<file path="src/rtl/kyber_intt_arbiter.sv">
// Round-robin owner of a single kyber_intt engine: grants one requester, streams its
// 32 input words into the engine, returns the 32 results tagged with the owner id.
module kyber_intt_arbiter #(
  parameter int NUM_REQ = 4,
  parameter int ID_W    = 2
) (
  input  logic                   clk,
  input  logic                   reset,
  input  logic [NUM_REQ-1:0]     req,
  input  logic [NUM_REQ-1:0]     req_valid,
  input  logic [128*NUM_REQ-1:0] req_data,
  output logic [NUM_REQ-1:0]     req_ready,
  output logic [NUM_REQ-1:0]     grant,
  output logic                   busy,
  output logic                   res_valid,
  output logic [127:0]           res_data,
  output logic [ID_W-1:0]        res_id,
  output logic                   res_last,
  output logic                   job_done,
  output logic [ID_W-1:0]        job_id,
  output logic                   intt_start,
  output logic                   intt_valid_in,
  output logic [127:0]           intt_data_in,
  input  logic                   intt_ready_in,
  input  logic [127:0]           intt_data_out,
  input  logic                   intt_valid_out,
  input  logic                   intt_done
);

  // Handshake: an input word moves on a cycle where intt_valid_in and intt_ready_in
  // are both high; results have no backpressure, res_valid marks each word once.

  typedef enum logic [2:0] {IDLE, START, LOAD, DRAIN, WAIT_DONE} state_t;

  state_t             state, state_nxt;
  logic [ID_W-1:0]    ptr, ptr_nxt;
  logic [ID_W-1:0]    id, id_nxt;
  logic [ID_W-1:0]    job_id_nxt;
  logic [NUM_REQ-1:0] grant_nxt;
  logic               busy_nxt, start_nxt, job_done_nxt;
  logic [4:0]         in_cnt, in_cnt_nxt;
  logic [4:0]         out_cnt, out_cnt_nxt;
  logic               beat, finish;
  logic               hi_found;
  logic [ID_W-1:0]    hi_sel, lo_sel, pick;

  // Lowest set request at or above the pointer wins; otherwise wrap to the lowest overall.
  always_comb begin
    hi_found = 1'b0;
    hi_sel   = '0;
    lo_sel   = '0;
    for (int i = NUM_REQ - 1; i >= 0; i--) begin
      if (req[i]) begin
        lo_sel = ID_W'(i);
        if (ID_W'(i) >= ptr) begin
          hi_found = 1'b1;
          hi_sel   = ID_W'(i);
        end
      end
    end
    pick = hi_found ? hi_sel : lo_sel;
  end

  always_comb begin
    req_ready     = '0;
    intt_valid_in = 1'b0;
    intt_data_in  = '0;
    if (state == LOAD) begin
      for (int i = 0; i < NUM_REQ; i++) begin
        if (id == ID_W'(i)) begin
          req_ready[i]  = intt_ready_in;
          intt_valid_in = req_valid[i];
          intt_data_in  = req_data[128*i +: 128];
        end
      end
    end
  end

  assign beat      = intt_valid_in & intt_ready_in;
  assign res_valid = (state == DRAIN) & intt_valid_out;
  assign res_data  = (state == DRAIN) ? intt_data_out : '0;
  assign res_id    = id;
  assign res_last  = res_valid & (out_cnt == 5'd31);
  // An early done while draining is accepted as completion so the engine is never stranded.
  assign finish    = ((state == DRAIN) || (state == WAIT_DONE)) & intt_done;

  always_comb begin
    state_nxt    = state;
    ptr_nxt      = ptr;
    id_nxt       = id;
    grant_nxt    = grant;
    busy_nxt     = busy;
    start_nxt    = 1'b0;
    job_done_nxt = 1'b0;
    job_id_nxt   = job_id;
    in_cnt_nxt   = in_cnt;
    out_cnt_nxt  = out_cnt;
    case (state)
      IDLE: begin
        if (|req) begin
          id_nxt    = pick;
          grant_nxt = '0;
          for (int i = 0; i < NUM_REQ; i++) grant_nxt[i] = (pick == ID_W'(i));
          busy_nxt    = 1'b1;
          start_nxt   = 1'b1;
          in_cnt_nxt  = '0;
          out_cnt_nxt = '0;
          state_nxt   = START;
        end
      end
      START: state_nxt = LOAD;
      LOAD: begin
        if (beat) begin
          in_cnt_nxt = in_cnt + 5'd1;
          if (in_cnt == 5'd31) state_nxt = DRAIN;
        end
      end
      DRAIN: begin
        if (res_valid) begin
          out_cnt_nxt = out_cnt + 5'd1;
          if (out_cnt == 5'd31) state_nxt = WAIT_DONE;
        end
      end
      WAIT_DONE: ;
      default: state_nxt = IDLE;
    endcase
    if (finish) begin
      job_done_nxt = 1'b1;
      job_id_nxt   = id;
      grant_nxt    = '0;
      busy_nxt     = 1'b0;
      ptr_nxt      = (id == ID_W'(NUM_REQ - 1)) ? '0 : id + 1'b1;
      state_nxt    = IDLE;
    end
  end

  always_ff @(posedge clk) begin
    if (reset) begin
      state      <= IDLE;
      ptr        <= '0;
      id         <= '0;
      grant      <= '0;
      busy       <= 1'b0;
      intt_start <= 1'b0;
      job_done   <= 1'b0;
      job_id     <= '0;
      in_cnt     <= '0;
      out_cnt    <= '0;
    end else begin
      state      <= state_nxt;
      ptr        <= ptr_nxt;
      id         <= id_nxt;
      grant      <= grant_nxt;
      busy       <= busy_nxt;
      intt_start <= start_nxt;
      job_done   <= job_done_nxt;
      job_id     <= job_id_nxt;
      in_cnt     <= in_cnt_nxt;
      out_cnt    <= out_cnt_nxt;
    end
  end

endmodule

</file>
<file path="config.mk">
export PLATFORM = sky130hd
export DESIGN_NAME = kyber_intt_arbiter
export DESIGN_NICKNAME = d
export VERILOG_FILES = /design/src/rtl/kyber_intt_arbiter.sv
export SDC_FILE = /design/constraint.sdc
export NUM_CORES = 1
export LEC_CHECK = 0
export CORE_AREA = 2 2 363 365
export DETAILED_ROUTE_END_ITERATION = 8
export DIE_AREA = 0 0 365 367
export DONT_BUFFER_PORTS = 1
export PLACE_DENSITY_LB_ADDON = 0.12
export SLEW_MARGIN = 30
export SYNTH_ARGS = -nofsm -noshare
export SYNTH_HDL_FRONTEND = slang
export SYNTH_SLANG_ARGS = --single-unit
</file>
<file path="constraint.sdc">
create_clock -name clk -period 2.9 [get_ports clk]
set_input_delay 0.435 -clock clk [delete_from_list [all_inputs] [get_ports clk]]
set_output_delay 0.435 -clock clk [all_outputs]
set_load 0.03 [all_outputs]
</file>
==> results of run 1 <==
-- metrics by stage --
step	setup slack, ns	power (mW)	instance area [µm²]	util, %
2_1_floorplan	0.110	2.32	5810	-
3_5_place_dp	0.247	3.59	9260	7.10
5_1_grt	0.00855	4.46	9660	7.40
6_report	0.0520	4.21	9680	7.42
3_3_place_gp	0.265	3.59	9260	7.10
4_1_cts	-0.0624	4.02	9370	7.18
-- routing by layer --
metal	vias up	routed length, µm	share of wire [%]
met5	-	679	0.83
met3	226	10100	12
met2	743	39900	49
li1	3723	-	-
met1	4303	29200	36
met4	114	2280	2.8
-- layout make-up --
class / instances / share of cell area (%)
multi-input combinational: 761 / 50.6
tap: 1755 / 22.7
timing repair buffer: 202 / 19.0
sequential: 26 / 5.39
antenna: 39 / 1.01
clock buffer: 3 / 0.776
clock inverter: 1 / 0.310
inverter: 6 / 0.284
-- state kept, by name (all words and copies together), names as in the netlist --
register    count
out_cnt         5
grant           4
state           3
job_id          2
job_done        1
ptr             2
intt_start      1
in_cnt          5
res_id          2
busy            1
-- layout by cell type (no fill, tap or decap), types with 4 or more instances in the layout --
cell type	instances
nor2_1	15
dfxtp_1	25
and3_1	7
inv_1	4
o21ai_0	133
nand3_1	133
or3_1	5
ha_1	4
a221o_1	125
diode_2	39
a21oi_1	11
o21ai_1	126
buf_12	20
buf_4	176
clkbuf_16	6
nand2_1	15
mux2i_1	6
and2_1	130
-- critical path, stage by stage (launching register included) --
cell     delay (ns)
dfxtp_1        0.32
inv_1          0.11
ha_2           0.22
nor2b_4        0.21
buf_12         0.14
buf_12         0.16
a221o_1        0.30
o21ai_0        0.14
o21ai_1        0.16
buf_4          0.17
buf_4          0.17
-- cells by family (layout without fill, tap and decap cells) --
group	count (synthesis)	count (layout)
buffers and inverters	127	212
other	0	39
muxes	6	6
AOI/OAI and AO/OA	417	417
and+or+nand+nor	329	329
xor gates and xnor gates	1	1
DFF	26	26
adders and majority gates	8	8
-- worst min path at each step --
stage | end | depth (start not counted) | slack [ns] | from
after floorplan | out_cnt[4] | 2 | 0.44 | out_cnt[4]
after global placement | out_cnt[4] | 2 | 0.44 | out_cnt[4]
after detailed placement | out_cnt[4] | 2 | 0.46 | out_cnt[4]
after CTS | job_done | 1 | 0.22 | reset
after global routing | job_done | 1 | 0.21 | reset
final | job_done | 1 | 0.23 | reset
-- power by group through the flow --
stage                     combinational (mW)  clock, mW  sequential [mW]
after CTS                               3.15      0.438            0.437
after global routing                    3.57      0.457            0.439
after detailed placement                3.14          0            0.445
final                                   3.36      0.421            0.434
after floorplan                         1.89          0            0.433
after global placement                  3.14          0            0.445
-- timing repair --
| item | in CTS | in global routing |
|---|---|---|
| gates resized for setup | 2 | 11 |
| pin swaps | 0 | 5 |
| buffers inserted | 0 | 7 |
| setup endpoints to repair | 4 | 24 |
| gates cloned | 0 | 4 |
==> results by group, run 1 <==
Routing
  • Vias per inst: 3.26
  • Via Count: 9,109
  • ANT nets after route: 0
  • DR pass1 iterations: 5
  • 1st-iter DRT viols: roughly 650
  • Wire per inst: 29.4 µm
  • Residual DRC: 0
  • Drt total wl: 82,000 µm

Power and ir drop
  • PwrDens: about 440 mW/mm²
  • Sw Share: around 57%
  • Net Sw Power: 2.40 mW
  • Logic pwr share: 79.7%
  • Sequential share of power: between 10% and 20%
  • Power share of the clock group: 10.0%
  • Maximum vdd drop: roughly 0.0003 V
  • Leak: 2.97 nW
  • Cell-internal power: about 1.8 mW

Logic synthesis
  • Top-area cell type share of the netlist area: between 20 and 25%
  • Synth Area in Adders: between 1.5 and 2%
  • Count leader, synth: o21ai_0
  • Mapped Nets: about 1,600
  • Largest family of logic cells by synthesized area: compound AO/OA/AOI/OAI gates
  • Yosys warning count: 0
  • Post-synth top cells: o21ai_0, nand3_1, and2_1, a221o_1, o21ai_1
  • Compound-gate portion of the synthesized area: 48.0%
  • Xor/xnor share of the synthesized area: less than 1%
  • Syn Inst Count: 914
  • Post-synthesis mux area share: 1.03%
  • Synthesized area: 0.00581 mm²
  • Distinct cells, synth: 47
  • Synthesized area per cell: approximately 6.4 µm²
  • Share of synthesized registers carrying an async set or reset: 0%
  • Dominant cells by area after synthesis: a221o_1, and2_1, o21ai_0
  • Synthesized flop and latch total: 26
  • Number of synthesized flops with an enable pin: 0
  • Post-Synth Simple-Gate Area: 31.8%
  • Primary FF master, synth: dfxtp_1
  • Post-synth top area cell: a221o_1
  • Sequential area share after synthesis: between 8 and 9%

Timing
  • Fin Setup TNS: 0 ns
  • Hold Worst Slack: around 0.23 ns
  • Final Hold Viols: 0
  • Max Fclk: 0.351 GHz
  • Worst-case clock skew: 0.0107 ns
  • Period minus WS final: approximately 2.8 ns
  • Slew HR: between 60% and 70%
  • Period utilization: 98.2%
  • Worst-Margin Slew: 0.551 ns
  • RSZ-0062 raised after global routing: no
  • Max-slew violation count: 0
  • Final setup viols: 0

Clock tree
  • Inserted Clock Buffers: 3
  • Worst skew pair latency: 0.27 ns
  • H-Tree Depth: 1
  • Hold-fix buffers, CTS: 0
  • Clk sinks: 26
  • Max clock buf depth: 2
  • Clock transition at the registers of the reported paths: 0.08 ns
  • CTS tree: built
  • Root buf cell: clkbuf_16

Global routing
  • GRT Util Overall: 11.0%
  • First-pass GRT wire length: 96,500 µm
  • Largest net degree at the start of global routing: 99
  • Vias in the first global route: 8,446
  • Layer with the highest usage: met2
  • GRT overflow: 0
  • Met2 Resource Use GR: 19.3%
  • Met3 Use GR: 5.50%
  • GR Util met1: 11.7%
  • Initial antenna violation count: roughly 130

Floorplan
  • # IOs: slightly above 900
  • Core area: 0.130 mm²
  • Row count: approximately 130
  • Chip Height: roughly 370 µm
  • Die X: between 300 and 400 µm
  • Total die area: 0.134 mm²
  • Starting density of the core: 4.46%

Setup path
  • Worst R2R Start: res_id[1]
  • Startpoint type of the worst setup path: register
  • Critical path startpoint: res_id[1]
  • CP Capture Type: output port
  • CP endpoint: intt_data_in[36]
  • R2R setup slack: 0.64 ns
  • Worst-path maximum fanout: 15
  • Critical Path AT: around 2.4 ns
  • CP Class: register to output port
  • FF-to-FF path depth: 7
  • Required @ worst endpoint: 2.47 ns
  • Worst r2r dst: in_cnt[3]

Run status
  • Status: completed

Hold path
  • Hold WC Path Type: input port to register

Placed design
  • GPL Wtd Cong: 0.942
  • Placed cell count: between 2,000 and 3,000
  • DP HPWL: 69,900 µm
  • Port bufs: 0

Final layout
  • Post-Layout Cell Count: 2,793
  • Area of the multi-input gates: 0.00489 mm²
  • Area Overhead vs Synth: 66.4%
  • Share of layout cells above drive strength 1: roughly 23%
  • # nets final: 1,661
  • Fillcell total: 15,500
  • Sequential Area: 522 µm²

Flow run
  • Max-Cap Viols: 0
Power figures use the tool's default switching activity.
==> inputs of run 2 (changes only) <==
--- a/config.mk
+++ b/config.mk
@@ -6,10 +6,12 @@
 export NUM_CORES = 1
 export LEC_CHECK = 0
 export CORE_AREA = 2 2 363 365
+export CTS_CLUSTER_SIZE = 8
 export DETAILED_ROUTE_END_ITERATION = 8
 export DIE_AREA = 0 0 365 367
 export DONT_BUFFER_PORTS = 1
 export PLACE_DENSITY_LB_ADDON = 0.12
+export SKIP_LAST_GASP = 1
 export SLEW_MARGIN = 30
 export SYNTH_ARGS = -nofsm -noshare
 export SYNTH_HDL_FRONTEND = slang
==> results by group, run 2 (synthesized netlist as in run 1, its figures left out) <==
Placed design
  • Port bufs: 0
  • DP HPWL: 69,900 µm
  • GPL Wtd Cong: 0.942
  • Placed inst area: 0.00926 mm²
  • Placed cell count: 2,739

Flow run
  • Max-Cap Viols: 0

Routing
  • Wire per inst: 29.4 µm
  • DR pass1 iterations: 6
  • 1st-iter DRT viols: 650
  • ANT nets after route: 0
  • Via Count: 9,107
  • Drt total wl: 82,100 µm
  • Residual DRC: 0
  • Vias per inst: 3.26

Clock tree
  • Clock transition at the registers of the reported paths: 0.08 ns
  • Clk sinks: 26
  • Hold-fix buffers, CTS: 0
  • Worst skew pair latency: between 0.2 and 0.3 ns
  • Inserted Clock Buffers: 3
  • H-Tree Depth: 1
  • Max clock buf depth: 2
  • Root buf cell: clkbuf_16
  • CTS tree: built

Timing
  • Final setup margin: -0.0176 ns
  • Worst-Margin Slew: 0.583 ns
  • Final Hold Viols: 0
  • Max Fclk: 0.343 GHz
  • Period minus WS final: 2.92 ns
  • Slew HR: 60.7%
  • Fin Setup TNS: -0.0176 ns
  • Max-slew violation count: 0
  • RSZ-0062 raised after global routing: yes
  • Period utilization: 101%
  • Worst-case clock skew: 0.00998 ns
  • Final setup viols: 1
  • Hold Worst Slack: 0.228 ns

Power and ir drop
  • Overall Power: approximately 4.2 mW
  • Power share of the clock group: 10.0%
  • Logic pwr share: between 70% and 80%
  • PwrDens: 435 mW/mm²
  • Maximum vdd drop: approximately 0.0003 V
  • Sequential share of power: 10.3%
  • Sw Share: 57.0%
  • Cell-internal power: 1.81 mW
  • Leak: 2.97 nW
  • Net Sw Power: 2.40 mW

Setup path
  • Slowest CP cell: dfxtp_2
  • Critical path's top delay family: buffers and inverters
  • Cells along the critical path: inv_1 -> ha_1 -> nor2b_4 -> buf_12 -> buf_12 -> a221o_1 -> o21ai_0 -> o21ai_1 -> buf_4 -> buf_4
  • Worst r2r dst: in_cnt[3]
  • Critical Path AT: approximately 2.5 ns
  • Startpoint type of the worst setup path: register
  • WP buf/inv: 5
  • Required @ worst endpoint: approximately 2.5 ns
  • Critical path startpoint: res_id[0]
  • R2R setup slack: 0.63 ns
  • CP Capture Type: output port
  • CP Class: register to output port
  • Worst R2R Start: res_id[1]
  • FF-to-FF path depth: 7
  • WP depth: 10
  • Max stage delay on crit path: approximately 0.35 ns
  • Worst-path maximum fanout: 15

Global routing
  • GRT Util Overall: a little over a tenth
  • Vias in the first global route: 8,446
  • First-pass GRT wire length: 96,500 µm
  • Largest net degree at the start of global routing: 99
  • GRT overflow: 0
  • Initial antenna violation count: 134

Final layout
  • Commonest non-fill, non-tap cell in the layout: buf_4
  • Commonest cells after routing, fill and taps aside: buf_4, o21ai_0, nand3_1
  • Post-Layout Cell Count: 2,793
  • Design Area, Final: 0.00967 mm²
  • # nets final: between 1,500 and 2,000
  • Area Overhead vs Synth: 66.4%
  • Share of layout cells above drive strength 1: 22.5%
  • Largest regs: in_cnt (5), out_cnt (5), grant (4)

Floorplan
  • Core area: 0.130 mm²
  • # IOs: between 900 and 1,000
  • Total die area: 0.134 mm²
  • Die X: 365 µm
  • Starting density of the core: 4.46%
  • Row count: ~130
  • Chip Height: 367 µm

Run status
  • Failing checks: negative setup slack
  • Status: finished with violations

Hold path
  • Hold WC Path Type: input port to register
  • Hold depth: 1
  • Hold Crit Endpoint: job_done
  • Min-delay src: reset
-- run 2: power groups by stage --
| stage | Clock, mW | Sequential, mW | Combinational, mW |
|---|---|---|---|
| after floorplan | 0 | 0.433 | 1.89 |
| after global placement | 0 | 0.445 | 3.14 |
| after detailed placement | 0 | 0.445 | 3.14 |
| after CTS | 0.438 | 0.437 | 3.15 |
| after global routing | 0.457 | 0.439 | 3.57 |
| final | 0.420 | 0.433 | 3.35 |
-- run 2: what timing repair did --
item / 4_1_cts / 5_1_grt
resized for setup: 2 / 9
pin swaps: 0 / 5
setup buffers: 0 / 7
setup endpoints to repair: 4 / 24
gates cloned: 0 / 4
-- run 2: final cells by class --
| type | instances | area [µm²] |
|---|---|---|
| repair buffers | 202 | 1830 |
| inverters | 6 | 27.5 |
| diodes | 39 | 97.6 |
| fillers | 15500 | 121000 |
| multi-input cells | 761 | 4890 |
| flip-flops and latches | 26 | 522 |
| clock buffers | 3 | 75.1 |
| well taps | 1755 | 2200 |
| clock inverters | 1 | 30.0 |
-- run 2: worst max path at each step --
| stage | to |
|---|---|
| after CTS | intt_data_in[36] |
| after global placement | intt_data_in[87] |
| after global routing | intt_data_in[21] |
| after floorplan | intt_data_in[120] |
| after detailed placement | intt_data_in[36] |
| final | intt_data_in[36] |
-- run 2: routing by layer --
| metal | GRT usage [%] | up-vias | routed length [µm] |
|---|---|---|---|
| met5 | 0 | - | 679 |
| met3 | 5.50 | 230 | 9970 |
| li1 | - | 3725 | - |
| met2 | 19.3 | 738 | 39900 |
| met1 | 11.7 | 4300 | 29200 |
| met4 | 2.11 | 114 | 2340 |
-- run 2: worst reg2reg max path, stage by stage, from the launching register on --
cell	delay (ns)
dfxtp_1	0.32
buf_4	0.19
ha_4	0.24
buf_4	0.24
nor3b_1	0.19
a211o_1	0.36
or4_1	0.50
a21oi_1	0.16
-- run 2: per-stage QoR --
| step | setup slack (ns) | util (%) |
|---|---|---|
| detailed placement | 0.247 | 7.10 |
| finish | -0.0176 | 7.42 |
| CTS | -0.0624 | 7.18 |
| global route | -0.0382 | 7.40 |
| floorplan | 0.110 | - |
| global placement | 0.265 | 7.10 |
==> inputs of run 3 (changes only) <==
--- a/config.mk
+++ b/config.mk
@@ -11,7 +11,6 @@
 export DIE_AREA = 0 0 365 367
 export DONT_BUFFER_PORTS = 1
 export PLACE_DENSITY_LB_ADDON = 0.12
-export SKIP_LAST_GASP = 1
 export SLEW_MARGIN = 30
 export SYNTH_ARGS = -nofsm -noshare
 export SYNTH_HDL_FRONTEND = slang
==> results of run 3 <==
No change in the layout: final DEF, timing and power equal those of run 1.
